<file path="src/rtl/gcd_arb_pkg.sv">
// Shared types and constants for the two-requester GCD arbiter.
package gcd_arb_pkg;

    localparam int unsigned GCD_ARB_W_DEF       = 8;
    localparam int unsigned GCD_ARB_TIMEOUT_DEF = 255;

    localparam logic REQ_ID0 = 1'b0;
    localparam logic REQ_ID1 = 1'b1;

    typedef enum logic [1:0] {
        IDLE  = 2'd0,
        ISSUE = 2'd1,
        WAIT  = 2'd2,
        RESP  = 2'd3
    } gcd_arb_state_e;

endpackage

</file>
<file path="src/rtl/gcd_rr_arb.sv">
// Two-way round-robin pick; the requester granted last drops to lower priority.
module gcd_rr_arb
    import gcd_arb_pkg::*;
(
    input  logic       clk,
    input  logic       rst,
    input  logic [1:0] req,
    input  logic       update,
    output logic       grant
);

    logic prio_q;

    always_comb begin
        grant = prio_q;
        if (!req[prio_q] && req[~prio_q]) begin
            grant = ~prio_q;
        end
    end

    always_ff @(posedge clk or posedge rst) begin
        if (rst) begin
            prio_q <= REQ_ID0;
        end else if (update) begin
            prio_q <= ~grant;
        end
    end

endmodule

</file>
<file path="src/rtl/gcd_arbiter.sv">
// Shares one external GCD core between two requesters with round-robin arbitration.
// Optional WAIT timeout abort is enabled by defining GCD_ARB_TIMEOUT_EN.
module gcd_arbiter
    import gcd_arb_pkg::*;
#(
    parameter int unsigned W       = GCD_ARB_W_DEF,
    parameter int unsigned TIMEOUT = GCD_ARB_TIMEOUT_DEF
) (
    input  logic         CLK,
    input  logic         RST,
    input  logic         REQ0,
    input  logic         REQ1,
    input  logic [W-1:0] A0,
    input  logic [W-1:0] B0,
    input  logic [W-1:0] A1,
    input  logic [W-1:0] B1,
    output logic         ACK0,
    output logic         ACK1,
    output logic         DONE0,
    output logic         DONE1,
    output logic [W-1:0] Y0,
    output logic [W-1:0] Y1,
    output logic         ERR0,
    output logic         ERR1,
    output logic         GCD_START,
    output logic [W-1:0] GCD_A,
    output logic [W-1:0] GCD_B,
    input  logic [W-1:0] GCD_Y,
    input  logic         GCD_DONE,
    input  logic         GCD_ERROR,
    output logic         BUSY,
    output logic         TO_FLAG
);

    gcd_arb_state_e state_q, state_d;
    logic           owner_q, owner_d;
    logic [W-1:0]   a_q, a_d, b_q, b_d;
    logic [W-1:0]   y0_q, y0_d, y1_q, y1_d;
    logic           err0_q, err0_d, err1_q, err1_d;
    logic           grant, arb_update, timeout_hit;

    gcd_rr_arb u_arb (
        .clk    (CLK),
        .rst    (RST),
        .req    ({REQ1, REQ0}),
        .update (arb_update),
        .grant  (grant)
    );

    always_comb begin
        state_d    = state_q;
        owner_d    = owner_q;
        a_d        = a_q;
        b_d        = b_q;
        y0_d       = y0_q;
        y1_d       = y1_q;
        err0_d     = err0_q;
        err1_d     = err1_q;
        arb_update = 1'b0;
        case (state_q)
            IDLE: begin
                if (REQ0 || REQ1) begin
                    arb_update = 1'b1;
                    owner_d    = grant;
                    a_d        = (grant == REQ_ID1) ? A1 : A0;
                    b_d        = (grant == REQ_ID1) ? B1 : B0;
                    state_d    = ISSUE;
                end
            end
            ISSUE: state_d = WAIT;
            WAIT: begin
                if (GCD_DONE) begin
                    state_d = RESP;
                    if (owner_q == REQ_ID1) begin
                        y1_d   = GCD_Y;
                        err1_d = GCD_ERROR;
                    end else begin
                        y0_d   = GCD_Y;
                        err0_d = GCD_ERROR;
                    end
                end else if (timeout_hit) begin
                    // Aborted job reports an error with a zero result.
                    state_d = RESP;
                    if (owner_q == REQ_ID1) begin
                        y1_d   = '0;
                        err1_d = 1'b1;
                    end else begin
                        y0_d   = '0;
                        err0_d = 1'b1;
                    end
                end
            end
            RESP:    state_d = IDLE;
            default: state_d = IDLE;
        endcase
    end

    always_ff @(posedge CLK or posedge RST) begin
        if (RST) begin
            state_q <= IDLE;
            owner_q <= REQ_ID0;
            a_q     <= '0;
            b_q     <= '0;
            y0_q    <= '0;
            y1_q    <= '0;
            err0_q  <= 1'b0;
            err1_q  <= 1'b0;
        end else begin
            state_q <= state_d;
            owner_q <= owner_d;
            a_q     <= a_d;
            b_q     <= b_d;
            y0_q    <= y0_d;
            y1_q    <= y1_d;
            err0_q  <= err0_d;
            err1_q  <= err1_d;
        end
    end

`ifdef GCD_ARB_TIMEOUT_EN
    localparam int unsigned CW = (TIMEOUT > 1) ? $clog2(TIMEOUT) : 1;

    logic [CW-1:0] cnt_q;
    logic          to_q;

    assign timeout_hit = (state_q == WAIT) && !GCD_DONE && (32'(cnt_q) == TIMEOUT - 1);

    always_ff @(posedge CLK or posedge RST) begin
        if (RST) begin
            cnt_q <= '0;
            to_q  <= 1'b0;
        end else begin
            if (state_q == ISSUE) begin
                cnt_q <= '0;
            end else if (state_q == WAIT) begin
                cnt_q <= cnt_q + CW'(1);
            end
            if (timeout_hit) begin
                to_q <= 1'b1;
            end
        end
    end

    assign TO_FLAG = to_q;
`else
    logic unused_timeout;
    assign unused_timeout = ^TIMEOUT;
    assign timeout_hit    = 1'b0;
    assign TO_FLAG        = 1'b0;
`endif

    assign ACK0      = (state_q == ISSUE) && (owner_q == REQ_ID0);
    assign ACK1      = (state_q == ISSUE) && (owner_q == REQ_ID1);
    assign DONE0     = (state_q == RESP) && (owner_q == REQ_ID0);
    assign DONE1     = (state_q == RESP) && (owner_q == REQ_ID1);
    assign Y0        = y0_q;
    assign Y1        = y1_q;
    assign ERR0      = err0_q;
    assign ERR1      = err1_q;
    assign GCD_START = (state_q == ISSUE);
    assign GCD_A     = a_q;
    assign GCD_B     = b_q;
    assign BUSY      = (state_q != IDLE);

endmodule

</file>
<file path="config.mk">
export PLATFORM = sky130hd
export DESIGN_NAME = gcd_arbiter
export DESIGN_NICKNAME = d
export VERILOG_FILES = /design/src/rtl/gcd_arb_pkg.sv /design/src/rtl/gcd_rr_arb.sv /design/src/rtl/gcd_arbiter.sv
export SDC_FILE = /design/constraint.sdc
export NUM_CORES = 1
export LEC_CHECK = 0
export CORE_MARGIN = 3
export CORE_UTILIZATION = 35
export CTS_CLUSTER_DIAMETER = 100
export DETAILED_ROUTE_END_ITERATION = 8
export PLACE_DENSITY = 0.7
export SETUP_SLACK_MARGIN = 0.1
export SLEW_MARGIN = 40
export SYNTH_ARGS = -nofsm -noshare
export SYNTH_HDL_FRONTEND = slang
export SYNTH_SLANG_ARGS = --single-unit
</file>
<file path="constraint.sdc">
create_clock -name CLK -period 3.18 [get_ports CLK]
set_input_delay 0.636 -clock CLK [delete_from_list [all_inputs] [get_ports CLK]]
set_output_delay 0.636 -clock CLK [all_outputs]
set_load 0.01 [all_outputs]
</file>
==> metrics.md, run 1 <==
| Metric | Value |
|---|---|
| Detailed Route Iter0 Violations | `87` |
| Number of inserted diodes | `0` |
| RR Endpoint | `state_q[1]$_DFFE_PP0P_` |
| Flip-flop and latch count after synthesis | `38` |
| Wire length of the first global-routing pass | `8240 µm` |
| Max-cap violations | `0` |
| Total power per unit cell area | `901 mW/mm²` |
| Fmax | `0.440 GHz` |
| Initial antenna violation count | `0` |
| Total via count after detailed routing | `1595` |
| Required time of the worst setup path | `2.54 ns` |
| Leading cell type in the layout, fill and taps excluded | `sky130_fd_sc_hd__clkdlybuf4s50_1` |
| Crit-path max FO | `4` |
| Post-CTS setup-driven buffer insertion count | `0` |
| Number of cell rows | `26` |
| Post-route non-filler standard cell count | `314` |
| Internal power of the cells | `1.69 mW` |
| Endpoints failing setup | `0` |
| DRT Wirelength | `5070 µm` |
| Maximum number of pins on one net before global-route repair | `40` |
| Avg Inst Size Synth | `11.6 µm²` |
| GP Congestion | `0.752` |
| Category of the critical setup timing path | `reg2out` |
| GRT overflow | `0` |
| Number of fillers in the final layout | `446` |
| CTS H-Tree Depth | `2` |
| Area Growth Syn to Fin | `52.1%` |
| Share of final-layout standard cells stronger than drive strength 1 | `0.148` |
| Share of the synthesized area in compound gates (AO/OA/AOI/OAI) | `0.182` |
| Sequential share of power | `0.343` |
| Main combinational cell family by area after synthesis | `compound AO/OA/AOI/OAI gates` |
| Worst slew margin | `0.591` |
| Remaining antenna violation count after routing | `0` |
| Placed Instances | `307` |
| Setup_tns | `0 ns` |
| Register-to-Register Setup Slack | `1.44 ns` |
| Number of global-route vias before repair | `1624` |
| Post-DP HPWL | `3620 µm` |
| Die span in y | `79.6 µm` |
| Synth unique cells | `22` |
| Worst supply voltage drop on vdd | `363 µV` |
| Final critical-path share of the clock period | `0.714` |
| Arr. time, crit path | `1.64 ns` |
| Number of nets in the final layout | `294` |
| Critical Path Start | `state_q[1]$_DFFE_PP0P_` |
| Logic depth of the worst register-to-register path | `5` |
| Worst flop-to-flop path startpoint | `state_q[0]$_DFFE_PP0P_` |
| Endpoint of the most critical setup path | `ACK0` |
| Adder-cell share of the synthesized area | `0.0264` |
| Transition at the pin with the smallest max-transition slack | `0.614 ns` |
| CTS max path bufs | `2` |
| Quantity of gates resized following cts | `0` |
| GRT Overall Usage | `0.168` |
| Post-synthesis net count | `213` |
| Ratio of routed vias to standard cells | `5.08` |
| Clock tree from TritonCTS | `built` |
| Worst hold path class | `reg2reg` |
| Multiplexer fraction of the synthesized cell area | `0.113` |
| Full die area | `0.00633 mm²` |
| Launching element type of the critical path | `flip-flop` |
| Top library cells by usage in the layout, fill and taps aside | `sky130_fd_sc_hd__clkdlybuf4s50_1, sky130_fd_sc_hd__dfrtp_1, sky130_fd_sc_hd__o2111ai_1` |
| Ports placed on the boundary | `87` |
| Number of buffers added on ports | `85` |
| Net Sw Frac | `0.347` |
| Parity-gate share of the synthesized area counting xor and xnor cells | `0` |
| Starting density of the core | `0.366` |
| Routed wire length per instance | `16.2 µm` |
| Area inside the core boundary | `0.00517 mm²` |
| DRT Pass-1 Iters | `4` |
| Clock transition at path regs | `0.07 ns` |
| Mapped cell area | `0.00189 mm²` |
| Final hold violation count | `0` |
| Skew-Pair Late Insertion Delay | `0.29 ns` |
| Sink Count | `38` |
| Max Clock Skew | `0.00695 ns` |
| Clk root buf | `sky130_fd_sc_hd__clkbuf_8` |
| Power dissipated by switching net loads | `902 µW` |
| Share of total power in combinational logic | `0.495` |
| Number of remaining DRC errors | `0` |
| Total of warnings raised by yosys | `0` |
| Overall power | `2.60 mW` |
| TritonCTS buffer count | `5` |
| Sequential cell area fraction in the yosys report | `0.502` |
| Period minus WS final | `2.27 ns` |
| Source of the worst hold timing path | `GCD_A[6]$_DFFE_PP0P_` |
| Setup crit end kind | `output port` |
| Static power due to leakage | `1.19 nW` |
| Slew Viols, Final | `0` |
| Count of mapped cells out of synthesis | `163` |
| Post-synthesis simple-gate area fraction | `0.109` |
| Die width | `79.6 µm` |
| Run status | `completed` |
| Portion of total power attributed to the clock network | `0.161` |
| Unrepaired setup endpoints after global routing | `no` |
| Hold-fix buffers, CTS | `0` |
## how the worst min path moves through the flow
stage	to	slack (ns)	cells past startpoint
2_1_floorplan	state_q[1]$_DFFE_PP0P_	0.51	1
3_3_place_gp	GCD_A[5]$_DFFE_PP0P_	0.46	2
3_5_place_dp	GCD_A[5]$_DFFE_PP0P_	0.47	2
4_1_cts	GCD_A[5]$_DFFE_PP0P_	0.49	2
5_1_grt	GCD_A[7]$_DFFE_PP0P_	0.51	2
6_report	GCD_A[6]$_DFFE_PP0P_	0.48	2
## power by group through the flow
stage	logic [mW]	registers, mW	clock network [mW]
floorplan	0.600	0.960	0
global placement	1.28	0.893	0
detailed placement	1.30	0.903	0
CTS	1.31	0.893	0.428
global route	1.40	0.928	0.446
finish	1.29	0.891	0.418
## layer usage
metal	track usage	vias up	wire, µm
li1	-	782	-
met1	0.236	755	2290
met2	0.256	52	2450
met3	0.0406	6	269
met4	0.0498	0	62
met5	0	-	0
## kinds of logic (layout without fill, tap and decap cells)
| family | Yosys count | in the layout |
|---|---|---|
| and+or+nand+nor | 39 | 39 |
| AOI/OAI and AO/OA | 39 | 39 |
| other | 1 | 1 |
| buffers and inverters | 23 | 104 |
| muxes | 19 | 19 |
| adders and majority gates | 4 | 4 |
| DFF | 38 | 38 |
## cells in the mapped netlist, drive strengths merged
library cell	number	area share
inv	8	0.016
dfrtp	38	0.50
a21oi	2	0.0053
and2	2	0.0066
ha	4	0.026
a32oi	1	0.0086
conb	1	0.0020
nand3b	1	0.011
o21ai	1	0.0086
o2111ai	32	0.15
nor2b	2	0.0066
mux2	19	0.11
clkbuf	1	0.0020
o22a	1	0.0053
nand3	17	0.052
a31oi	2	0.0066
buf	14	0.048
nand2	17	0.034
## area by class of cell
type	count	area [µm²]	area share
sequential	38	951	0.330
tap	70	87.6	0.0304
clock buffer	6	82.6	0.0287
inverter	8	30.0	0.0104
multi-input combinational	102	820	0.284
timing repair buffer	89	881	0.306
clock inverter	1	30.0	0.0104
## critical path, cell delays in order (launching register included)
cell                              delay [ns]
sky130_fd_sc_hd__dfrtp_1                0.42
sky130_fd_sc_hd__inv_1                  0.09
sky130_fd_sc_hd__ha_1                   0.17
sky130_fd_sc_hd__nor2b_1                0.13
sky130_fd_sc_hd__clkdlybuf4s50_1        0.54
## through the flow
step                      worst slack (ns)  utilization  hold WS, ns  area (µm²)
after floorplan                       1.43            -        0.512        1890
after global placement               0.975        0.535        0.463        2770
after detailed placement             0.953        0.535        0.468        2770
after CTS                            0.880        0.557        0.485        2880
after global routing                 0.796        0.557        0.513        2880
final                                0.908        0.557        0.483        2880
## state kept, by name, summed over array words and instances (netlist names)
name          count
state_q           2
ERR1              1
owner_q           1
ERR0              1
Y1                8
Y0                8
GCD_A             8
GCD_B             8
u_arb.prio_q      1
(Power assumes the default switching activity.)
==> inputs of run 2 (changes only) <==
==> constraint.sdc (replaced) <==
create_clock -name CLK -period 2.3 [get_ports CLK]
set_input_delay 0.46 -clock CLK [delete_from_list [all_inputs] [get_ports CLK]]
set_output_delay 0.46 -clock CLK [all_outputs]
set_load 0.01 [all_outputs]
==> run 2 against run 1 <==
Die area unchanged; global-route usage decreased by 0.26 points; sequential power grew 37%; first-iteration DRC count down 4.6%; worst hold slack improved by 0.0023 ns; largest cell class unchanged.
==> metrics.md, run 2 (synthesis results as in run 1) <==
| Metric | Value |
|---|---|
| Run status | `completed` |
| Portion of total power attributed to the clock network | `0.124` |
| Period minus WS final | `2.08 ns` |
| Top library cells by usage in the layout, fill and taps aside | `sky130_fd_sc_hd__clkdlybuf4s50_1, sky130_fd_sc_hd__dfrtp_1, sky130_fd_sc_hd__o2111ai_1` |
| Ratio of routed vias to standard cells | `5.10` |
| Full die area | `0.00633 mm²` |
| Worst hold path class | `reg2reg` |
| Design Area, Final | `0.00286 mm²` |
| Die span in y | `79.6 µm` |
| Placed inst area | `0.00278 mm²` |
| Cell Chain, Critical Path | `inv_1 > ha_1 > inv_1 > clkdlybuf4s50_1` |
| Skew-Pair Late Insertion Delay | `0.28 ns` |
| RR Endpoint | `state_q[1]$_DFFE_PP0P_` |
| Crit-path max FO | `4` |
| Maximum number of pins on one net before global-route repair | `40` |
| Fmax | `0.481 GHz` |
| CP max stage delay | `0.54 ns` |
| Number of fillers in the final layout | `471` |
| Hold-fix buffers, CTS | `0` |
| Area inside the core boundary | `0.00517 mm²` |
| Post-CTS setup-driven buffer insertion count | `0` |
| Endpoints failing setup | `0` |
| TritonCTS buffer count | `5` |
| Number of remaining DRC errors | `0` |
| Wire length of the first global-routing pass | `8200 µm` |
| Top Usage Layer GRT | `met2` |
| Logic depth of the worst register-to-register path | `5` |
| Cell with the most instances on the worst path | `sky130_fd_sc_hd__inv_1` |
| DRT Wirelength | `5050 µm` |
| Number of inserted diodes | `0` |
| Number of instances on the worst hold path | `2` |
| Sequential share of power | `0.351` |
| Met3 usage in global routing | `0.0339` |
| GRT overflow | `0` |
| Worst supply voltage drop on vdd | `588 µV` |
| Area Growth Syn to Fin | `50.7%` |
| Share of final-layout standard cells stronger than drive strength 1 | `0.151` |
| Final hold violation count | `0` |
| Number of nets in the final layout | `295` |
| CTS max path bufs | `2` |
| Critical Path Start | `state_q[0]$_DFFE_PP0P_` |
| Static power due to leakage | `1.19 nW` |
| Arr. time, crit path | `1.62 ns` |
| Endpoint of the most critical setup path | `BUSY` |
| Total via count after detailed routing | `1608` |
| Number of cell rows | `26` |
| Clock tree from TritonCTS | `built` |
| Max Clock Skew | `0.00667 ns` |
| Power dissipated by switching net loads | `1.25 mW` |
| CTS H-Tree Depth | `2` |
| Internal power of the cells | `2.21 mW` |
| Leading cell type in the layout, fill and taps excluded | `sky130_fd_sc_hd__clkdlybuf4s50_1` |
| Clk root buf | `sky130_fd_sc_hd__clkbuf_8` |
| Sink Count | `38` |
| Worst flop-to-flop path startpoint | `state_q[0]$_DFFE_PP0P_` |
| Setup_tns | `0 ns` |
| Die width | `79.6 µm` |
| GRT met2 Usage | `0.254` |
| Category of the critical setup timing path | `reg2out` |
| Launching element type of the critical path | `flip-flop` |
| Max-cap violations | `0` |
| Required time of the worst setup path | `1.84 ns` |
| Detailed Route Iter0 Violations | `83` |
| Slew Viols, Final | `0` |
| Starting density of the core | `0.366` |
| Slowest cell on crit path | `sky130_fd_sc_hd__clkdlybuf4s50_1` |
| Post-DP HPWL | `3570 µm` |
| Setup crit end kind | `output port` |
| Initial antenna violation count | `0` |
| Unrepaired setup endpoints after global routing | `no` |
| Total power per unit cell area | `1210 mW/mm²` |
| Net Sw Frac | `0.362` |
| Ports placed on the boundary | `87` |
| Remaining antenna violation count after routing | `0` |
| GRT Overall Usage | `0.166` |
| Number of global-route vias before repair | `1570` |
| Utilization after layout | `0.552` |
| Number of buffers added on ports | `85` |
| Worst slew margin | `0.665` |
| Routed wire length per instance | `16.0 µm` |
| GP Congestion | `0.758` |
| DRT Pass-1 Iters | `4` |
| Routing usage on met1 | `0.236` |
| Final critical-path share of the clock period | `0.904` |
| Clock transition at path regs | `0.08 ns` |
| Transition at the pin with the smallest max-transition slack | `0.502 ns` |
| Register-to-Register Setup Slack | `0.54 ns` |
| Quantity of gates resized following cts | `0` |
| Share of total power in combinational logic | `0.525` |
==> run 2: cell types whose count changed in the layout (fill, tap and decap cells not counted) <==
| cell | previous run | this run |
|---|---|---|
| sky130_fd_sc_hd__clkbuf_8 | 6 | 5 |
| sky130_fd_sc_hd__clkinv_2 | 0 | 2 |
| sky130_fd_sc_hd__bufinv_16 | 1 | 0 |
| sky130_fd_sc_hd__buf_4 | 4 | 5 |
==> run 2: worst min path at each step <==
stage                      startpoint                endpoint
2_1_floorplan  state_q[1]$_DFFE_PP0P_  state_q[1]$_DFFE_PP0P_
5_1_grt          GCD_A[1]$_DFFE_PP0P_    GCD_A[1]$_DFFE_PP0P_
3_5_place_dp     GCD_B[2]$_DFFE_PP0P_    GCD_B[2]$_DFFE_PP0P_
4_1_cts          GCD_B[2]$_DFFE_PP0P_    GCD_B[2]$_DFFE_PP0P_
3_3_place_gp     GCD_B[0]$_DFFE_PP0P_    GCD_B[0]$_DFFE_PP0P_
6_report         GCD_B[2]$_DFFE_PP0P_    GCD_B[2]$_DFFE_PP0P_
==> run 2: power by group through the flow <==
stage | sequential [mW] | clock [mW] | combinational (mW)
3_3_place_gp | 1.22 | 0 | 1.81
6_report | 1.22 | 0.429 | 1.82
3_5_place_dp | 1.23 | 0 | 1.84
5_1_grt | 1.27 | 0.472 | 1.98
2_1_floorplan | 1.33 | 0 | 0.830
4_1_cts | 1.22 | 0.449 | 1.84
==> run 2: stage by stage <==
step / setup WS, ns / std cells / hold WS [ns] / total power [mW]
2_1_floorplan: 0.731 / 163 / 0.512 / 2.16
3_3_place_gp: 0.503 / 308 / 0.464 / 3.03
3_5_place_dp: 0.474 / 308 / 0.475 / 3.07
4_1_cts: 0.197 / 315 / 0.490 / 3.51
5_1_grt: 0.122 / 315 / 0.505 / 3.72
6_report: 0.222 / 315 / 0.485 / 3.46
==> run 2: worst max-delay path, delay by kind of cell (launching register included) <==
kind / cells / cell delay, ns
buf+inv: 3 / 0.69
flops: 1 / 0.40
fa+ha+maj: 1 / 0.25
==> run 2: metal layers <==
layer,share of wire,vias to the layer above
met3,0.063,5
met5,0,-
met2,0.49,58
li1,-,783
met4,0.012,0
met1,0.44,762
==> run 2: layout make-up <==
class                           count  area, µm²  area share
Timing Repair Buffer               90        888       0.311
Inverter                            8       30.0      0.0105
Multi-Input combinational cell    102        820       0.287
Clock buffer                        5       68.8      0.0241
Clock inverter                      2       10.0     0.00351
Sequential cell                    38        951       0.333
Tap cell                           70       87.6      0.0307
==> patch, RTL diff (flow settings as in run 2) <==
Encoding of `gcd_arb_state_e`: now one-hot (4 bits for 4 states).
--- a/src/rtl/gcd_arb_pkg.sv
+++ b/src/rtl/gcd_arb_pkg.sv
@@ -9,7 +9,7 @@
 
-    typedef enum logic [1:0] {
-        IDLE  = 2'd0,
-        ISSUE = 2'd1,
-        WAIT  = 2'd2,
-        RESP  = 2'd3
+    typedef enum logic [3:0] {
+        IDLE  = 4'b0001,
+        ISSUE = 4'b0010,
+        WAIT  = 4'b0100,
+        RESP  = 4'b1000
     } gcd_arb_state_e;
Function: no difference found for any inputs over 10 cycles, from zero or initial values and one cycle with RST high; not proved beyond that.
==> patch against run 2 <==
Synthesized cell count is 20% lower; setup slack got worse by 0.052 ns; sequential cell count increased by 2; total power grew 2.8%; design area increased by 1.4%; fmax is 2.4% lower; combinational power is 5% lower; synthesized area shrank 6.0%; wire length fell by 16%; largest cell class unchanged; highest routed layer unchanged.
==> patch: results (changes against run 2) <==
- Result of the run: finished clean (unchanged).
- The worst hold path depth is 1 (was 2).
- The met2 wirelength from detailed routing was 2003 um (was 2456 um).
- The amount of wire on met3 after detailed routing is 333 um (was 320 um).
- The number of cells in the finished layout apart from fillers is 296 (was 315).
- The met2 routing resource usage after global routing is 22.63% (was 25.38%).
- The largest clock skew in the final design is 0.005714 ns (was 0.006672 ns).
- The fraction of synthesized area in multiplexers is 11.95% (was 11.29%).
- The clock buffer count is 7 (was 5).
- The portion of the layout cell area used by non-clock buffers is 33.17% (was 31.11%).
- The overall fraction of global-route tracks in use is 14.42% (was 16.55%).
- The fill cell instance count of the final layout is 434 (was 471).
- The proportion of layout cells with a drive suffix above 1 came to 22.27% (was 15.10%).
- The worst-case vdd ir drop is 582.2 uV (was 587.8 uV).
- The period utilization is 92.61% (was 90.36%).
- The path depth of the worst reg2reg path was 6 (was 5).
- Commonest cells in the synthesized netlist: sky130_fd_sc_hd__dfrtp_1, sky130_fd_sc_hd__mux2_2, sky130_fd_sc_hd__o21a_1 (was sky130_fd_sc_hd__dfrtp_1, sky130_fd_sc_hd__o2111ai_1, sky130_fd_sc_hd__mux2_2).
- The first-pass GRT wire length is 6824 um (was 8204 um).
- The number of distinct standard cells referenced by the synthesized netlist is 30 (was 22).
- The routed length on met1 came to 1856 um (was 2212 um).
- The reported leakage power is 0.001297 uW (was 0.001185 uW).
- The share of synthesized area occupied by flip-flops and latches is 56.29% (was 50.20%).
- The largest net degree at the start of global routing is 41 (was 40).
- The worst slack on hold paths is 0.5055 ns (was 0.4849 ns).
- The number of cells in the design after placement was 284 (was 308).
- The standard cell with the maximum stage delay on the critical path was sky130_fd_sc_hd__or4b_4 (was sky130_fd_sc_hd__clkdlybuf4s50_1).
patch: changes by cell type after synthesis, moves of 5 or more:
| cell | before | now |
|---|---|---|
| sky130_fd_sc_hd__buf_6 | 0 | 5 |
| sky130_fd_sc_hd__buf_4 | 8 | 1 |
| sky130_fd_sc_hd__o21a_1 | 0 | 16 |
| sky130_fd_sc_hd__nand2_1 | 17 | 1 |
| sky130_fd_sc_hd__buf_2 | 6 | 0 |
| sky130_fd_sc_hd__a221o_1 | 0 | 13 |
| sky130_fd_sc_hd__nand3_1 | 16 | 0 |
| sky130_fd_sc_hd__o2111ai_1 | 32 | 0 |
patch: what timing repair did:
item / CTS / global route
setup endpoints to repair: 6 / 4
buffers inserted: 0 / 4
gates resized for setup: 6 / 5
pin swaps: 0 / 1
patch: where the power goes:
part	total, uW	switching, uW	internal, uW
Clock	611	228	383
Sequential	1230	202	1030
Combinational	1720	664	1050
